$ cat src/rtl/key_repeat_conditioner.sv
// BPM key front end: synchronises and debounces the two raw keys, then turns
// debounced presses into single-cycle inc/dec strobes with accelerating auto-repeat.
module key_repeat_conditioner #(
   parameter int unsigned DEBOUNCE_CYCLES = 1000000,
   parameter int unsigned REPEAT_DELAY    = 25000000,
   parameter int unsigned REPEAT_SLOW     = 10000000,
   parameter int unsigned REPEAT_FAST     = 2500000,
   parameter int unsigned FAST_AFTER      = 8
) (
   input  logic clk,
   input  logic reset_n,
   input  logic key_inc_n,
   input  logic key_dec_n,
   output logic inc_pulse,
   output logic dec_pulse,
   output logic preset_pulse,
   output logic rpt_active
);

   localparam int unsigned RepW = (FAST_AFTER > 0) ? $clog2(FAST_AFTER + 1) : 1;

   localparam logic [31:0]     DebLast   = 32'(DEBOUNCE_CYCLES - 1);
   localparam logic [31:0]     DelayLast = 32'(REPEAT_DELAY - 1);
   localparam logic [31:0]     SlowLast  = 32'(REPEAT_SLOW - 1);
   localparam logic [31:0]     FastLast  = 32'(REPEAT_FAST - 1);
   localparam logic [RepW-1:0] RepSat    = RepW'(FAST_AFTER);

   typedef enum logic [1:0] {
      StIdle,
      StHold,
      StWaitRelease
   } state_e;

   // Bit 0 is the increment key, bit 1 the decrement key; all levels active low.
   logic [1:0]       raw_n;
   logic [1:0]       sync1_q;
   logic [1:0]       sync2_q;
   logic [1:0]       deb_n_q;
   logic [1:0]       deb_n_d;
   logic [1:0][31:0] cnt_q;
   logic [1:0][31:0] cnt_d;
   logic [1:0]       pressed;

   state_e           state_q;
   state_e           state_d;
   logic             dir_q;
   logic             dir_d;
   logic [31:0]      timer_q;
   logic [31:0]      timer_d;
   logic [RepW-1:0]  rep_cnt_q;
   logic [RepW-1:0]  rep_cnt_d;
   logic             inc_q;
   logic             inc_d;
   logic             dec_q;
   logic             dec_d;
   logic             preset_q;
   logic             preset_d;
   logic             rpt_q;
   logic             rpt_d;

   logic             held;
   logic             other;
   logic [31:0]      interval_last;

   assign raw_n   = {key_dec_n, key_inc_n};
   assign pressed = ~deb_n_q;

   always_ff @(posedge clk or negedge reset_n) begin
      if (!reset_n) begin
         sync1_q <= 2'b11;
         sync2_q <= 2'b11;
      end else begin
         sync1_q <= raw_n;
         sync2_q <= sync1_q;
      end
   end

   // A key change is accepted only after DEBOUNCE_CYCLES consecutive disagreeing samples.
   always_comb begin
      deb_n_d = deb_n_q;
      cnt_d   = cnt_q;
      for (int k = 0; k < 2; k++) begin
         if (sync2_q[k] == deb_n_q[k]) begin
            cnt_d[k] = '0;
         end else if (cnt_q[k] == DebLast) begin
            deb_n_d[k] = sync2_q[k];
            cnt_d[k]   = '0;
         end else begin
            cnt_d[k] = cnt_q[k] + 32'd1;
         end
      end
   end

   always_ff @(posedge clk or negedge reset_n) begin
      if (!reset_n) begin
         deb_n_q <= 2'b11;
         cnt_q   <= '0;
      end else begin
         deb_n_q <= deb_n_d;
         cnt_q   <= cnt_d;
      end
   end

   assign held  = dir_q ? pressed[1] : pressed[0];
   assign other = dir_q ? pressed[0] : pressed[1];

   always_comb begin
      if (rep_cnt_q == '0) begin
         interval_last = DelayLast;
      end else if (rep_cnt_q < RepSat) begin
         interval_last = SlowLast;
      end else begin
         interval_last = FastLast;
      end
   end

   always_comb begin
      state_d   = state_q;
      dir_d     = dir_q;
      timer_d   = timer_q;
      rep_cnt_d = rep_cnt_q;
      inc_d     = 1'b0;
      dec_d     = 1'b0;
      preset_d  = 1'b0;
      rpt_d     = rpt_q;

      unique case (state_q)
         StIdle: begin
            rpt_d = 1'b0;
            if (&pressed) begin
               preset_d = 1'b1;
               state_d  = StWaitRelease;
            end else if (|pressed) begin
               dir_d     = pressed[1];
               inc_d     = pressed[0];
               dec_d     = pressed[1];
               timer_d   = '0;
               rep_cnt_d = '0;
               state_d   = StHold;
            end
         end

         StHold: begin
            // Chord beats a repeat falling due in the same cycle.
            if (other) begin
               preset_d = 1'b1;
               rpt_d    = 1'b0;
               state_d  = StWaitRelease;
            end else if (!held) begin
               rpt_d   = 1'b0;
               state_d = StIdle;
            end else if (timer_q == interval_last) begin
               inc_d   = ~dir_q;
               dec_d   = dir_q;
               timer_d = '0;
               rpt_d   = 1'b1;
               if (rep_cnt_q != RepSat) begin
                  rep_cnt_d = rep_cnt_q + 1'b1;
               end
            end else begin
               timer_d = timer_q + 32'd1;
            end
         end

         StWaitRelease: begin
            rpt_d = 1'b0;
            if (!(|pressed)) begin
               state_d = StIdle;
            end
         end

         default: begin
            state_d = StIdle;
            rpt_d   = 1'b0;
         end
      endcase
   end

   always_ff @(posedge clk or negedge reset_n) begin
      if (!reset_n) begin
         state_q   <= StIdle;
         dir_q     <= 1'b0;
         timer_q   <= '0;
         rep_cnt_q <= '0;
         inc_q     <= 1'b0;
         dec_q     <= 1'b0;
         preset_q  <= 1'b0;
         rpt_q     <= 1'b0;
      end else begin
         state_q   <= state_d;
         dir_q     <= dir_d;
         timer_q   <= timer_d;
         rep_cnt_q <= rep_cnt_d;
         inc_q     <= inc_d;
         dec_q     <= dec_d;
         preset_q  <= preset_d;
         rpt_q     <= rpt_d;
      end
   end

   assign inc_pulse    = inc_q;
   assign dec_pulse    = dec_q;
   assign preset_pulse = preset_q;
   assign rpt_active   = rpt_q;

endmodule

$ cat config.mk
export PLATFORM = sky130hd
export DESIGN_NAME = key_repeat_conditioner
export DESIGN_NICKNAME = d
export VERILOG_FILES = /design/src/rtl/key_repeat_conditioner.sv
export SDC_FILE = /design/constraint.sdc
export NUM_CORES = 1
export LEC_CHECK = 0
export BUFFER_PORTS_ARGS = -buffer_cell sky130_fd_sc_hd__clkbuf_2
export CAP_MARGIN = 20
export CORE_MARGIN = 3
export CORE_UTILIZATION = 45
export CTS_BUF_LIST = sky130_fd_sc_hd__clkbuf_16
export CTS_CLUSTER_DIAMETER = 150
export DETAILED_ROUTE_END_ITERATION = 7
export PLACE_DENSITY = 0.6
export SYNTH_ARGS = -nofsm -noshare
export SYNTH_HDL_FRONTEND = slang
export SYNTH_SLANG_ARGS = --single-unit
$ cat constraint.sdc
create_clock -name clk -period 2.3 [get_ports clk]
set_input_delay 0.345 -clock clk [delete_from_list [all_inputs] [get_ports clk]]
set_output_delay 0.345 -clock clk [all_outputs]
set_load 0.1 [all_outputs]
==> metrics.txt <==
Post-Route WL 11500 um; Area contributors post-synth dfrtp_1 47%, xor2_1 8.3%, nor2_1 7.9%; DRT Pass-1 Iters 4; WL/cell ~14 um; Core Rows 40; final slew viol count 0; Final ANT Viol Nets 0; post-synth top area share a little under half; Die Area about 14000 um^2; slowest CP cell or4_4; reg2reg path depth 8; Synth Register Bits between 100 and 150; vias in the first global route 4224; worst-skew pair later-pin latency 0.41 ns; DR iter-0 viols 208; Setup crit start kind flop; status finished clean; Clock Skews 0.00651 ns; Initial Util 46.9%; clock sink total 113; Net Count, Synth 614; Ant. Diodes 0; routed vias 4315; vias per cell 5.19; Post-Syn Area 5730 um^2; largest net degree at the start of global routing 64; nets between 600 and 700; placed cell count 791; post-synthesis sequential area ratio 49.5%; Post-synth EDFFs 0; GP Congestion 0.831; htree depth 4; largest area contributor in the netlist dfrtp_1; number of max-cap violations 0; worst min path class reg -> reg; worst-case clock buffer depth 2; met1 Resource Use GR a little under a quarter; crit path time final 2.23 ns; post-route cell area roughly 7000 um^2; CP Class reg -> reg; Root Buffer clkbuf_16; predominant post-synthesis flop cell dfrtp_1; Syn Inst Count 600; Hold Startpoint sync1_q[1]; FILL cells 1094; syn_area_per_cell between 9 and 10 um^2; Unique masters post-synth 54; CTS Buf Count 17; core area 12200 um^2; GRT Residual Overflow 0; Leak 3.02 nW; ys async rst share 100%; Syn-to-layout area delta 20.0%; Max Freq 448 MHz; Clock transition at path regs 0.05 ns; GRT Resource Usage Total 17.7%; final core utilization 56.3%; critical path cell sequence inv_2, ha_4, and2b_2, o2111ai_1, a2111o_1, a21o_4, or4_4, o211ai_1; Setup crit end kind flop; DRC Markers 0; reg2reg end rep_cnt_q[3]; initial antenna violation count 0; first-pass GRT wire length 20200 um; Final Instance Count excl. Fillers 831; largest stage delay on the critical path approximately 0.50 ns; CP Launch Point rep_cnt_q[1]; met3 Use GR 4.65%; Rel. slew slack a little under two thirds; share of layout cells above drive strength 1 14.6%; Multi-input gate area 2800 um^2; slew of the pin with the lowest slew margin 0.545 ns; top fanout value on the critical path 6; Worst IR Drop VDD ~0.55 mV; Die Wd approximately 120 um; R2R Path Start rep_cnt_q[1]; CP required 2.63 ns; met2 Use GR 28.2%; Arr. time, crit path 2.56 ns; PwrDens 681 nW/um^2; Syn. warnings 0; Die H around 120 um; FF-to-FF setup slack 0.07 ns; final worst path period share a little over nine tenths; I/O pin count 8; hold_ws 0.368 ns; Hold Fails Final Rpt 0; Final HPWL DP 7760 um; Post-DP Area 6200 um^2; port bufs 7; Sequential Area 2840 um^2; CTS tree built; gr busiest metal met2; Setup crit end rep_cnt_q[3]; Final setup viols 0
[area by class of cell]
class | count | area share [%]
clock buffer | 17 | 6.19
clock inverter | 15 | 2.20
inverter | 16 | 0.874
multi-input combinational | 456 | 40.8
sequential | 113 | 41.3
tap | 168 | 3.06
timing repair buffer | 46 | 5.64
[timing repair]
action	4_1_cts	5_1_grt
buffers inserted	0	5
resized for setup	0	10
hold endpoints to repair	24	0
endpoints found under the setup margin	0	29
hold buffers	3	0
[power breakdown]
group	internal, W	leakage, nW	switching, W
combinational	0.0000272	1.19	0.0000663
sequential	0.00201	1.55	0.0000108
clock	0.00167	0.283	0.000901
[worst max-delay path, delay by kind of cell (launching register included)]
family,cells,cell delay [ns]
compound gates,4,0.89
flops,1,0.40
buf+inv,1,0.08
simple gates,2,0.65
fa+ha+maj,1,0.13
[logic make-up (layout without fill, tap and decap cells)]
logic type                 Yosys count  in the layout  synth area share, %
adders and majority gates           10             10                 2.18
xor gates and xnor gates            89             89                 13.6
AOI/OAI and AO/OA                   33             33                 4.04
DFF                                113            113                 49.5
and+or+nand+nor                    322            322                 28.1
muxes                                2              2                0.349
buffers and inverters               31             94                 2.27
[per-layer routing]
metal	vias up	part of all wire, %	wire [um]
li1	2167	-	-
met1	2088	47	5420
met2	48	48	5570
met3	12	3.2	370
met4	0	1.5	168
met5	-	0	0
[flip-flops by register name (all words and copies together) (netlist names), 2 cells and up]
name	flops
sync2_q	2
deb_n_q	2
cnt_q	64
rep_cnt_q	4
state_q	2
timer_q	32
sync1_q	2
[metrics by stage]
step / TNS, ns / total power, W / setup WS, ns
2_1_floorplan: 0 / 0.00208 / 0.187
3_3_place_gp: 0 / 0.00214 / 0.0707
3_5_place_dp: 0 / 0.00214 / 0.0440
4_1_cts: 0 / 0.00474 / 0.0278
5_1_grt: -0.0285 / 0.00484 / -0.0285
6_report: 0 / 0.00468 / 0.0697
[cells in the mapped netlist (6+ instances only)]
cell type and instances:
nor3_1 15, and4_1 6, nor4_1 13, clkbuf_1 9, inv_1 15, xor2_1 54
nand4_1 27, dfstp_2 6, and3_1 20, nor2_1 120, dfrtp_1 107, ha_1 10
a21oi_1 8, xnor2_1 35, nand2_1 43, nand3_1 42
[worst min-delay path by stage]
stage / end / cells after the start / slack [ns]
3_3_place_gp: timer_q[31] / 1 / 0.29
5_1_grt: sync2_q[1] / 0 / 0.37
3_5_place_dp: timer_q[29] / 1 / 0.29
4_1_cts: sync2_q[1] / 0 / 0.37
2_1_floorplan: cnt_q[0] / 0 / 0.05
6_report: sync2_q[1] / 0 / 0.37
[cells in the final DEF, fill, tap and decap left out, drive strengths merged, types with 2 or more instances in the layout]
master         n
clkinv         7
and2           5
xor2          54
a21o           2
or2            2
o211ai         2
nor2b          2
bufinv         3
nand2b         3
nor3b          2
dfrtp        107
nor3          15
o31ai          3
ha            10
and3          21
dlygate4sd3    3
or3            4
nor2         120
o21ai          6
nor4b          4
buf           37
nor4          14
a21oi          8
and4bb         2
nand2         43
and4           7
clkinvlp       3
inv           18
xnor2         35
a211o          2
mux2i          2
dfstp          6
or4b           2
nand4         27
clkbuf        23
or4            3
nand3         42
Note: power is estimated with default switching activity, not from simulation.
